--- config.mk ---
export PLATFORM = sky130hd
export DESIGN_NAME = rx_buf_malloc
export DESIGN_NICKNAME = d
export VERILOG_FILES = /design/src/rtl/rx_buf_malloc.sv
export SDC_FILE = /design/constraint.sdc
export NUM_CORES = 1
export LEC_CHECK = 0
export ABC_AREA = 1
export CELL_PAD_IN_SITES_DETAIL_PLACEMENT = 0
export CELL_PAD_IN_SITES_GLOBAL_PLACEMENT = 1
export CORE_UTILIZATION = 40
export CTS_CLUSTER_DIAMETER = 200
export DETAILED_ROUTE_END_ITERATION = 8
export DONT_BUFFER_PORTS = 1
export MAX_ROUTING_LAYER = met4
export PLACE_DENSITY = 0.63
export SLEW_MARGIN = 20
export SYNTH_ARGS = -nofsm -noshare
export SYNTH_HDL_FRONTEND = slang
export SYNTH_SLANG_ARGS = --single-unit
--- constraint.sdc ---
create_clock -name clk -period 13.35 [get_ports clk]
set_input_delay 2.0025 -clock clk [delete_from_list [all_inputs] [get_ports clk]]
set_output_delay 2.0025 -clock clk [all_outputs]
set_load 0.01 [all_outputs]
--- src/rtl/rx_buf_malloc.sv ---
`default_nettype none
// ============================================================================
// Module  : rx_buf_malloc
// Purpose : Allocates and reclaims fixed-size RX payload buffers using a
//           circular FIFO of free buffer indices.
// Revision: 1.0  initial release
// ============================================================================
module rx_buf_malloc #(
    parameter int NUM_BUFS      = 64,
    parameter int BUF_BYTES     = 2048,
    parameter int BUF_IDX_W     = $clog2(NUM_BUFS),
    parameter int RX_BUF_ADDR_W = 32
) (
    input  logic                     clk,
    input  logic                     rst,
    input  logic                     rx_pipe_rx_malloc_req_val,
    output logic                     rx_malloc_rx_pipe_req_rdy,
    output logic                     rx_malloc_rx_pipe_resp_val,
    input  logic                     rx_pipe_rx_malloc_resp_rdy,
    output logic                     rx_malloc_rx_pipe_resp_ok,
    output logic [RX_BUF_ADDR_W-1:0] rx_malloc_rx_pipe_resp_addr,
    input  logic                     app_rx_free_req_val,
    output logic                     rx_malloc_app_free_req_rdy,
    input  logic [RX_BUF_ADDR_W-1:0] app_rx_free_req_addr,
    output logic [BUF_IDX_W:0]       rx_malloc_free_cnt,
    output logic                     rx_malloc_init_done,
    output logic                     rx_malloc_err
);

    localparam int                       BUF_SHIFT = $clog2(BUF_BYTES);
    localparam logic [BUF_IDX_W:0]       FULL_CNT  = (BUF_IDX_W+1)'(NUM_BUFS);
    localparam logic [BUF_IDX_W:0]       CNT_ONE   = (BUF_IDX_W+1)'(1);
    localparam logic [BUF_IDX_W-1:0]     IDX_ONE   = BUF_IDX_W'(1);
    localparam logic [BUF_IDX_W-1:0]     LAST_IDX  = BUF_IDX_W'(NUM_BUFS-1);
    localparam logic [RX_BUF_ADDR_W-1:0] OFF_MASK  = RX_BUF_ADDR_W'(BUF_BYTES-1);

    typedef enum logic [1:0] {
        ST_INIT  = 2'd0,
        ST_READY = 2'd1,
        ST_RESP  = 2'd2
    } state_t;

    state_t                     state_q, state_d;
    logic [BUF_IDX_W-1:0]       head_q, head_d;
    logic [BUF_IDX_W-1:0]       tail_q, tail_d;
    logic [BUF_IDX_W-1:0]       init_idx_q, init_idx_d;
    logic [BUF_IDX_W:0]         count_q, count_d;
    logic                       init_done_q, init_done_d;
    logic                       err_q, err_d;
    logic                       resp_ok_q, resp_ok_d;
    logic [RX_BUF_ADDR_W-1:0]   resp_addr_q, resp_addr_d;

    logic [BUF_IDX_W-1:0]       fifo_mem [NUM_BUFS];

    logic                       w_free_fire;
    logic                       w_free_ok;
    logic                       w_free_push;
    logic                       w_alloc_fire;
    logic                       w_alloc_pop;
    logic                       w_push;
    logic [BUF_IDX_W-1:0]       w_push_idx;
    logic [BUF_IDX_W-1:0]       w_pop_idx;

    assign rx_malloc_rx_pipe_req_rdy   = (state_q == ST_READY);
    assign rx_malloc_rx_pipe_resp_val  = (state_q == ST_RESP);
    assign rx_malloc_app_free_req_rdy  = (state_q != ST_INIT);
    assign rx_malloc_rx_pipe_resp_ok   = resp_ok_q;
    assign rx_malloc_rx_pipe_resp_addr = resp_addr_q;
    assign rx_malloc_free_cnt          = count_q;
    assign rx_malloc_init_done         = init_done_q;
    assign rx_malloc_err               = err_q;

    // A free is only trusted if it names an in-range, aligned buffer and the list has room.
    assign w_free_fire  = app_rx_free_req_val && rx_malloc_app_free_req_rdy;
    assign w_free_ok    = ((app_rx_free_req_addr & OFF_MASK) == '0)
                       && ((app_rx_free_req_addr >> (BUF_SHIFT + BUF_IDX_W)) == '0)
                       && (count_q != FULL_CNT);
    assign w_free_push  = w_free_fire && w_free_ok;

    assign w_alloc_fire = rx_pipe_rx_malloc_req_val && rx_malloc_rx_pipe_req_rdy;
    assign w_alloc_pop  = w_alloc_fire && (count_q != '0);

    assign w_push       = (state_q == ST_INIT) || w_free_push;
    assign w_push_idx   = (state_q == ST_INIT) ? init_idx_q
                                               : app_rx_free_req_addr[BUF_SHIFT +: BUF_IDX_W];
    assign w_pop_idx    = fifo_mem[head_q];

    always_comb begin
        state_d     = state_q;
        head_d      = head_q;
        tail_d      = tail_q;
        init_idx_d  = init_idx_q;
        count_d     = count_q;
        init_done_d = init_done_q;
        err_d       = err_q;
        resp_ok_d   = resp_ok_q;
        resp_addr_d = resp_addr_q;

        unique case (state_q)
            ST_INIT: begin
                init_idx_d = init_idx_q + IDX_ONE;
                if (init_idx_q == LAST_IDX) begin
                    init_done_d = 1'b1;
                    state_d     = ST_READY;
                end
            end
            ST_READY: begin
                if (w_alloc_fire) begin
                    state_d = ST_RESP;
                    if (w_alloc_pop) begin
                        resp_ok_d   = 1'b1;
                        resp_addr_d = RX_BUF_ADDR_W'(w_pop_idx) << BUF_SHIFT;
                        head_d      = head_q + IDX_ONE;
                    end else begin
                        resp_ok_d   = 1'b0;
                        resp_addr_d = '0;
                    end
                end
            end
            ST_RESP: begin
                if (rx_pipe_rx_malloc_resp_rdy) begin
                    state_d = ST_READY;
                end
            end
            default: state_d = ST_INIT;
        endcase

        if (w_free_fire && !w_free_ok) begin
            err_d = 1'b1;
        end
        if (w_push) begin
            tail_d = tail_q + IDX_ONE;
        end

        unique case ({w_push, w_alloc_pop})
            2'b10:   count_d = count_q + CNT_ONE;
            2'b01:   count_d = count_q - CNT_ONE;
            default: count_d = count_q;
        endcase
    end

    always_ff @(posedge clk or posedge rst) begin
        if (rst) begin
            state_q     <= ST_INIT;
            head_q      <= '0;
            tail_q      <= '0;
            init_idx_q  <= '0;
            count_q     <= '0;
            init_done_q <= 1'b0;
            err_q       <= 1'b0;
            resp_ok_q   <= 1'b0;
            resp_addr_q <= '0;
        end else begin
            state_q     <= state_d;
            head_q      <= head_d;
            tail_q      <= tail_d;
            init_idx_q  <= init_idx_d;
            count_q     <= count_d;
            init_done_q <= init_done_d;
            err_q       <= err_d;
            resp_ok_q   <= resp_ok_d;
            resp_addr_q <= resp_addr_d;
        end
    end

    // Index storage needs no reset: INIT rewrites every slot before use.
    always_ff @(posedge clk) begin
        if (w_push) begin
            fifo_mem[tail_q] <= w_push_idx;
        end
    end

endmodule
`default_nettype wire

Yosys cells after proc, flatten, opt, wreduce, memory -nomap -nowiden
Memory sizes are Yosys's and may differ from the RTL's.
Index checks and enable logic that the tools add are counted.
{"block": "word_totals", "reg_bits": 62, "ramBits": 384, "in_bits": 37, "output_inout_bits": 45, "wordCells": 53, "mem_count": 1}
{"block": "op_classes", "add_sub_neg": 5, "eq_ne": 9, "muxes": 10, "reduce_logical": 19}
{"name": "fifo_mem", "words": 64, "width": 6, "rd": 1, "rd_clocked_by_memory_dff": 0, "wr": 1, "line_no": "53", "rtl": "logic [BUF_IDX_W-1:0] fifo_mem [NUM_BUFS];"}
{"operator": "zero test 32 bit", "n": 2}
{"operator": "adder 6 x 1 -> 6 bit (second input constant)", "n": 3}
{"operator": "two-way mux 17 bit", "n": 1}
{"operator": "case mux 7 bit (2 select lines)", "n": 1}
{"operator": "adder 7 x 1 -> 7 bit (second input constant)", "n": 1}
{"operator": "logical AND 1 bit", "n": 7}
{"operator": "!= test 7 bit (second input constant)", "n": 1}
{"operator": "nonzero test 7 bit", "n": 1}
{"operator": "subtractor 7 x 1 -> 7 bit (second input constant)", "n": 1}
{"operator": "== test 6 bit (second input constant)", "n": 1}
{"operator": "two-way mux 2 bit", "n": 3}
{"operator": "two-way mux 6 bit", "n": 1}
{"operator": "!= test 2 x 1 -> 1 bit (second input constant)", "n": 3}
{"operator": "case mux 2 bit (3 select lines)", "n": 1}
{"operator": "AND reduction 3 bit", "n": 2}
{"operator": "== test 2 x 1 -> 1 bit (second input constant)", "n": 2}
{"operator": "== test 2 bit (second input constant)", "n": 2}
{"operator": "AND reduction 2 bit", "n": 2}
{"operator": "nonzero test 2 bit", "n": 2}
{"operator": "two-way mux 1 bit", "n": 3}
{"operator": "zero test 2 bit", "n": 1}
{"operator": "zero test 1 bit", "n": 1}
{"operator": "logical OR 1 bit", "n": 1}

Depth between registers and ports, before layout
{"block": "logic_depth", "ltp_word": 7, "ltp_mapped": 20, "depth_no_buf": 18}

Least setup slack after synthesis
Ideal clock, no wire load.
{"block": "synth_timing", "path_kind": "register -> register", "from": "register state_q[0]", "to": "memory fifo_mem[0][1] in the netlist's numbering, data pin", "setup_ns": 0.702, "t_arrival_ns": 3.589, "required_time_ns": 12.648, "path_slack_ns": 9.058, "path_stages_with_launch": 5, "path_buffers": 1, "synth_period_minus_slack_ns": 4.292, "path_cell_list": "dfrtp_1 -> nor2_2 -> inv_1 -> clkbuf_1 -> o21ai_0"}
{"block": "synth_between", "elab_chain_cells": 2}
{"element": "start, declared", "line_no": "43", "rtl": "state_t state_q, state_d;"}
{"element": "start signal, assigned", "line_no": "154", "rtl": "state_q <= state_d;"}
{"element": "zero test 2 bit", "line_no": "84", "rtl": "assign w_push_idx = (state_q == ST_INIT) ? init_idx_q"}
{"element": "two-way mux 6 bit", "line_no": "84"}
{"element": "named net w_push_idx[1]", "line_no": "61", "rtl": "logic [BUF_IDX_W-1:0] w_push_idx;"}
{"element": "end, declared", "line_no": "53"}
The timed path passes the listed nets, and every way through them passes these cells.

Worst setup path after layout
{"block": "layout_timing", "from": "input app_rx_free_req_addr[19]", "to": "memory fifo_mem[42][0] in the netlist's numbering (enable)"}
{"block": "layout_between", "elab_chain_cells": 7}
{"element": "start, declared", "line_no": "24", "rtl": "input logic [RX_BUF_ADDR_W-1:0] app_rx_free_req_addr,"}
{"element": "zero test 32 bit", "line_no": "76", "rtl": "&& ((app_rx_free_req_addr >> (BUF_SHIFT + BUF_IDX_W)) == '0)"}
{"element": "logical AND 1 bit", "line_no": "76"}
{"element": "logical AND 1 bit", "line_no": "77", "rtl": "&& (count_q != FULL_CNT);"}
{"element": "logical AND 1 bit", "line_no": "78", "rtl": "assign w_free_push = w_free_fire && w_free_ok;"}
{"element": "logical OR 1 bit", "line_no": "83", "rtl": "assign w_push = (state_q == ST_INIT) || w_free_push;"}
{"element": "two-way mux 1 bit", "line_no": "168", "rtl": "if (w_push) begin"}
{"element": "two-way mux 1 bit (not written as such)", "line_no": "169", "rtl": "fifo_mem[tail_q] <= w_push_idx;"}
Every way passes these cells.

==> metrics.md <==
| Metric | Value |
|---|---|
| Row cnt | `78` |
| Setup Fix Bufs, Post-CTS | `0` |
| Num CTS Buffers | `46` |
| GRT Max-Usage Layer | `met2` |
| Later-pin clock latency in the skew report | `570 ps` |
| Die span in y | `approximately 220 um` |
| Clock-pin slew of the registers on the worst-case setup and hold paths | `~60 ps` |
| Worst-Margin Slew | `about 1100 ps` |
| Sw Pwr | `slightly below 2 mW` |
| Core area | `0.0457 mm2` |
| Crit path kind | `in -> reg` |
| Syn_area_per_cell | `10.2 um2` |
| Combinational power share | `around a third` |
| Die Area | `~0.047 mm2` |
| Unrepaired setup endpoints after global routing | `no` |
| Met1 capacity usage during global routing | `between 20 and 30%` |
| Final Skew | `roughly 17 ps` |
| Final Hold Viols | `0` |
| Inserted Diodes | `0` |
| Drt drc | `0` |
| Input/output buffers | `0` |
| Clk root buf | `clkbuf_16` |
| CTS tree | `done` |
| Global-route wire length before repair | `73.5 mm` |
| R2R Setup Slk | `~9500 ps` |
| Slew headroom | `26.8%` |
| Initial DRC count | `960` |
| FF+latch count, synth | `420` |
| I/O pin cnt | `about 80` |
| Share of async-settable or async-resettable flops after synthesis | `roughly 8.6%` |
| DPL Wire Length | `about 28 mm` |
| Min Tclk post-route | `4470 ps` |
| Leading area contributor after synthesis | `edfxtp_1` |
| Post-CTS Resized | `0` |
| Crit path launch type | `input pin` |
| Max Clk Rate | `0.224 GHz` |
| GRT Total Usage | `between 20% and 30%` |
| Top-area cell type share of the netlist area | `approximately three fifths` |
| Synth Warn # | `0` |
| H-tree levels | `2` |
| CTS Sinks | `420` |
| Power Internal | `about 3.0 mW` |
| Synth unique cells | `33` |
| # fillers | `approximately 4300` |
| Initial core utilization | `about 41%` |
| Initial antenna violation count | `0` |
| Non-filler cells in the finished layout | `about 2400` |
| Max Cap Viol | `0` |
| Vias | `between 10000 and 15000` |
| Tcrit/Tclk final | `between 30 and 40%` |
| Final Slew Violations | `0` |
| Clock share of power | `a little over a quarter` |
| Top post-synthesis cells by area | `edfxtp_1 62%, nand2_1 12%, nand3_1 6.2%` |
| WL final | `roughly 48 mm` |
| Met2 Use GR | `between 30% and 40%` |
| Hold Crit Class | `reg -> reg` |
| Critical register-to-register path endpoint | `rx_malloc_rx_pipe_resp_addr[12]$_DFFE_PP0P_` |
| TritonRoute pass-1 iters | `6` |
| Grt total ovfl | `0` |
| CTS max path bufs | `3` |
| Syn Inst Count | `approximately 1800` |
| Crit path required time | `13560 ps` |
| Pwr/cell area | `between 200 and 250 mW/mm2` |
| Met3 usage | `under 10%` |
| Worst r2r src | `head_q[0]$_DFFE_PP0P_` |
| Max IR drop VDD | `roughly 0.37 mV` |
| Seq/Total Area, Yosys | `approximately 67%` |
| Status | `finished clean` |
| Count leader, synth | `nand2_1` |
| CP arrival | `between 4000 and 5000 ps` |
| Gpl congestion | `between 0.8 and 0.9` |
| Area delta synth->final | `10.9%` |
| # setup viols final | `0` |
| Post-synth top cells | `581 x nand2_1, 384 x edfxtp_1, 230 x nand3_1` |
| Hold Buf Count CTS | `0` |
| Minimum hold slack | `between 400 and 500 ps` |
| Number of global-route vias before repair | `around 12000` |
| Largest net degree at the start of global routing | `100` |
| Critical path peak fanout | `21` |
| Final nets | `between 1500 and 2000` |
| Drt via density | `around 5` |
| Crit path from | `app_rx_free_req_addr[19]` |
| Hold path startpoint | `init_idx_q[4]$_DFFE_PP0P_` |
| Static Leak | `approximately 8.3 nW` |
| Nature of the critical path endpoint | `flip-flop` |
| Hold endpoint | `init_idx_q[4]$_DFFE_PP0P_` |
| Placed cells | `between 2000 and 2500` |
| WL/cell | `19.7 um` |
| FF-to-FF path depth | `12` |
| Routed Antenna Nets | `0` |
| Synth Cell Area | `0.0186 mm2` |
| Top FF cell, synth | `edfxtp_1` |
| Final core utilization | `between 40% and 50%` |
| Post-synth EDFFs | `384` |
| Fraction of layout cells with a size suffix above 1 | `about 5.7%` |
| Sw Share | `between 30% and 40%` |
| Cells on Worst Hold Path | `1` |
| Sequential share of power | `38.7%` |
| Setup TNS | `0 ps` |
| Width of the die | `between 200 and 250 um` |
logic make-up after synthesis:
kind of cell | count (synthesis) | synth area share, %
compound gates | 83 | 2.54
buf+inv | 318 | 7.34
flops | 420 | 66.7
fa+ha+maj | 6 | 0.403
xor+xnor | 22 | 1.03
other cells | 1 | 0.0201
simple gates | 975 | 21.9
metal layers:
metal | vias to the layer above | wire length (um) | part of all wire, %
li1 | 5913 | - | -
met1 | 5876 | 22300 | 47
met2 | 307 | 22200 | 46
met3 | 62 | 2260 | 4.7
met4 | 0 | 1180 | 2.5
met5 | - | 0 | 0
sequential cells by signal (all words and copies together), names as in the netlist:
| register | cells |
|---|---|
| rx_malloc_free_cnt | 7 |
| fifo_mem | 384 |
| rx_malloc_err | 1 |
| rx_malloc_init_done | 1 |
| rx_malloc_rx_pipe_resp_addr | 6 |
| state_q | 2 |
| rx_malloc_rx_pipe_resp_ok | 1 |
| init_idx_q | 6 |
| tail_q | 6 |
| head_q | 6 |
critical path: stages:
cell and delay (ps):
nor2_1 100, nand2_1 60, nor2_1 80, nand3_1 70
nor2_1 120, nand3_1 80, nand2_1 680, nand4_1 820
nor2_1 660
area by class of cell:
| type | count | area, um2 | share of cell area [%] |
|---|---|---|---|
| tap | 600 | 751 | 3.63 |
| sequential | 420 | 12400 | 60.2 |
| clock buffer | 60 | 1290 | 6.23 |
| multi-input combinational | 1112 | 4970 | 24.1 |
| inverter | 208 | 783 | 3.79 |
| clock inverter | 24 | 320 | 1.55 |
| timing repair buffer | 14 | 105 | 0.509 |
stage by stage:
step | area (um2) | power, mW | setup WS, ps
2_1_floorplan | 18700 | 2.99 | 9060
3_5_place_dp | 19100 | 3.62 | 8290
3_3_place_gp | 19100 | 3.61 | 8320
4_1_cts | 20700 | 4.96 | 8900
5_1_grt | 20700 | 5.19 | 8660
6_report | 20700 | 4.90 | 8880
layout by cell type, fill, tap and decap left out, types with 2 or more instances in the layout:
| master | synthesis | final |
|---|---|---|
| a21oi_1 | 21 | 21 |
| and3_1 | 6 | 6 |
| buf_4 | 26 | 14 |
| bufinv_16 | 0 | 8 |
| clkbuf_1 | 19 | 9 |
| clkbuf_16 | 0 | 49 |
| clkbuf_8 | 0 | 2 |
| clkinv_1 | 2 | 9 |
| clkinv_2 | 0 | 7 |
| clkinvlp_4 | 0 | 3 |
| conb_1 | 1 | 26 |
| dfrtp_1 | 36 | 34 |
| dfrtp_4 | 0 | 2 |
| edfxtp_1 | 384 | 384 |
| ha_1 | 6 | 6 |
| inv_1 | 204 | 202 |
| inv_2 | 2 | 2 |
| nand2_1 | 581 | 579 |
| nand2_2 | 1 | 3 |
| nand3_1 | 230 | 230 |
| nand4_1 | 6 | 6 |
| nand4_4 | 5 | 5 |
| nor2_1 | 138 | 138 |
| nor3_1 | 5 | 5 |
| o211ai_1 | 18 | 18 |
| o21ai_0 | 39 | 35 |
| o21ai_4 | 0 | 4 |
| xnor2_1 | 6 | 6 |
| xor2_1 | 16 | 16 |
power groups by stage:
stage | Clock, mW | Combinational [mW] | Sequential, mW
floorplan | 0 | 1.13 | 1.86
global placement | 0 | 1.69 | 1.93
detailed placement | 0 | 1.69 | 1.93
CTS | 1.37 | 1.70 | 1.90
global route | 1.41 | 1.86 | 1.92
finish | 1.34 | 1.67 | 1.90
worst max path at each step:
stage | slack [ps] | to
final | 8880 | fifo_mem[42][0]$_DFFE_PP_
after detailed placement | 8290 | fifo_mem[58][4]$_DFFE_PP_
after CTS | 8900 | fifo_mem[42][1]$_DFFE_PP_
after global routing | 8660 | fifo_mem[50][1]$_DFFE_PP_
after floorplan | 9060 | fifo_mem[0][1]$_DFFE_PP_
after global placement | 8320 | fifo_mem[58][2]$_DFFE_PP_
Power figures use the tool's default switching activity.
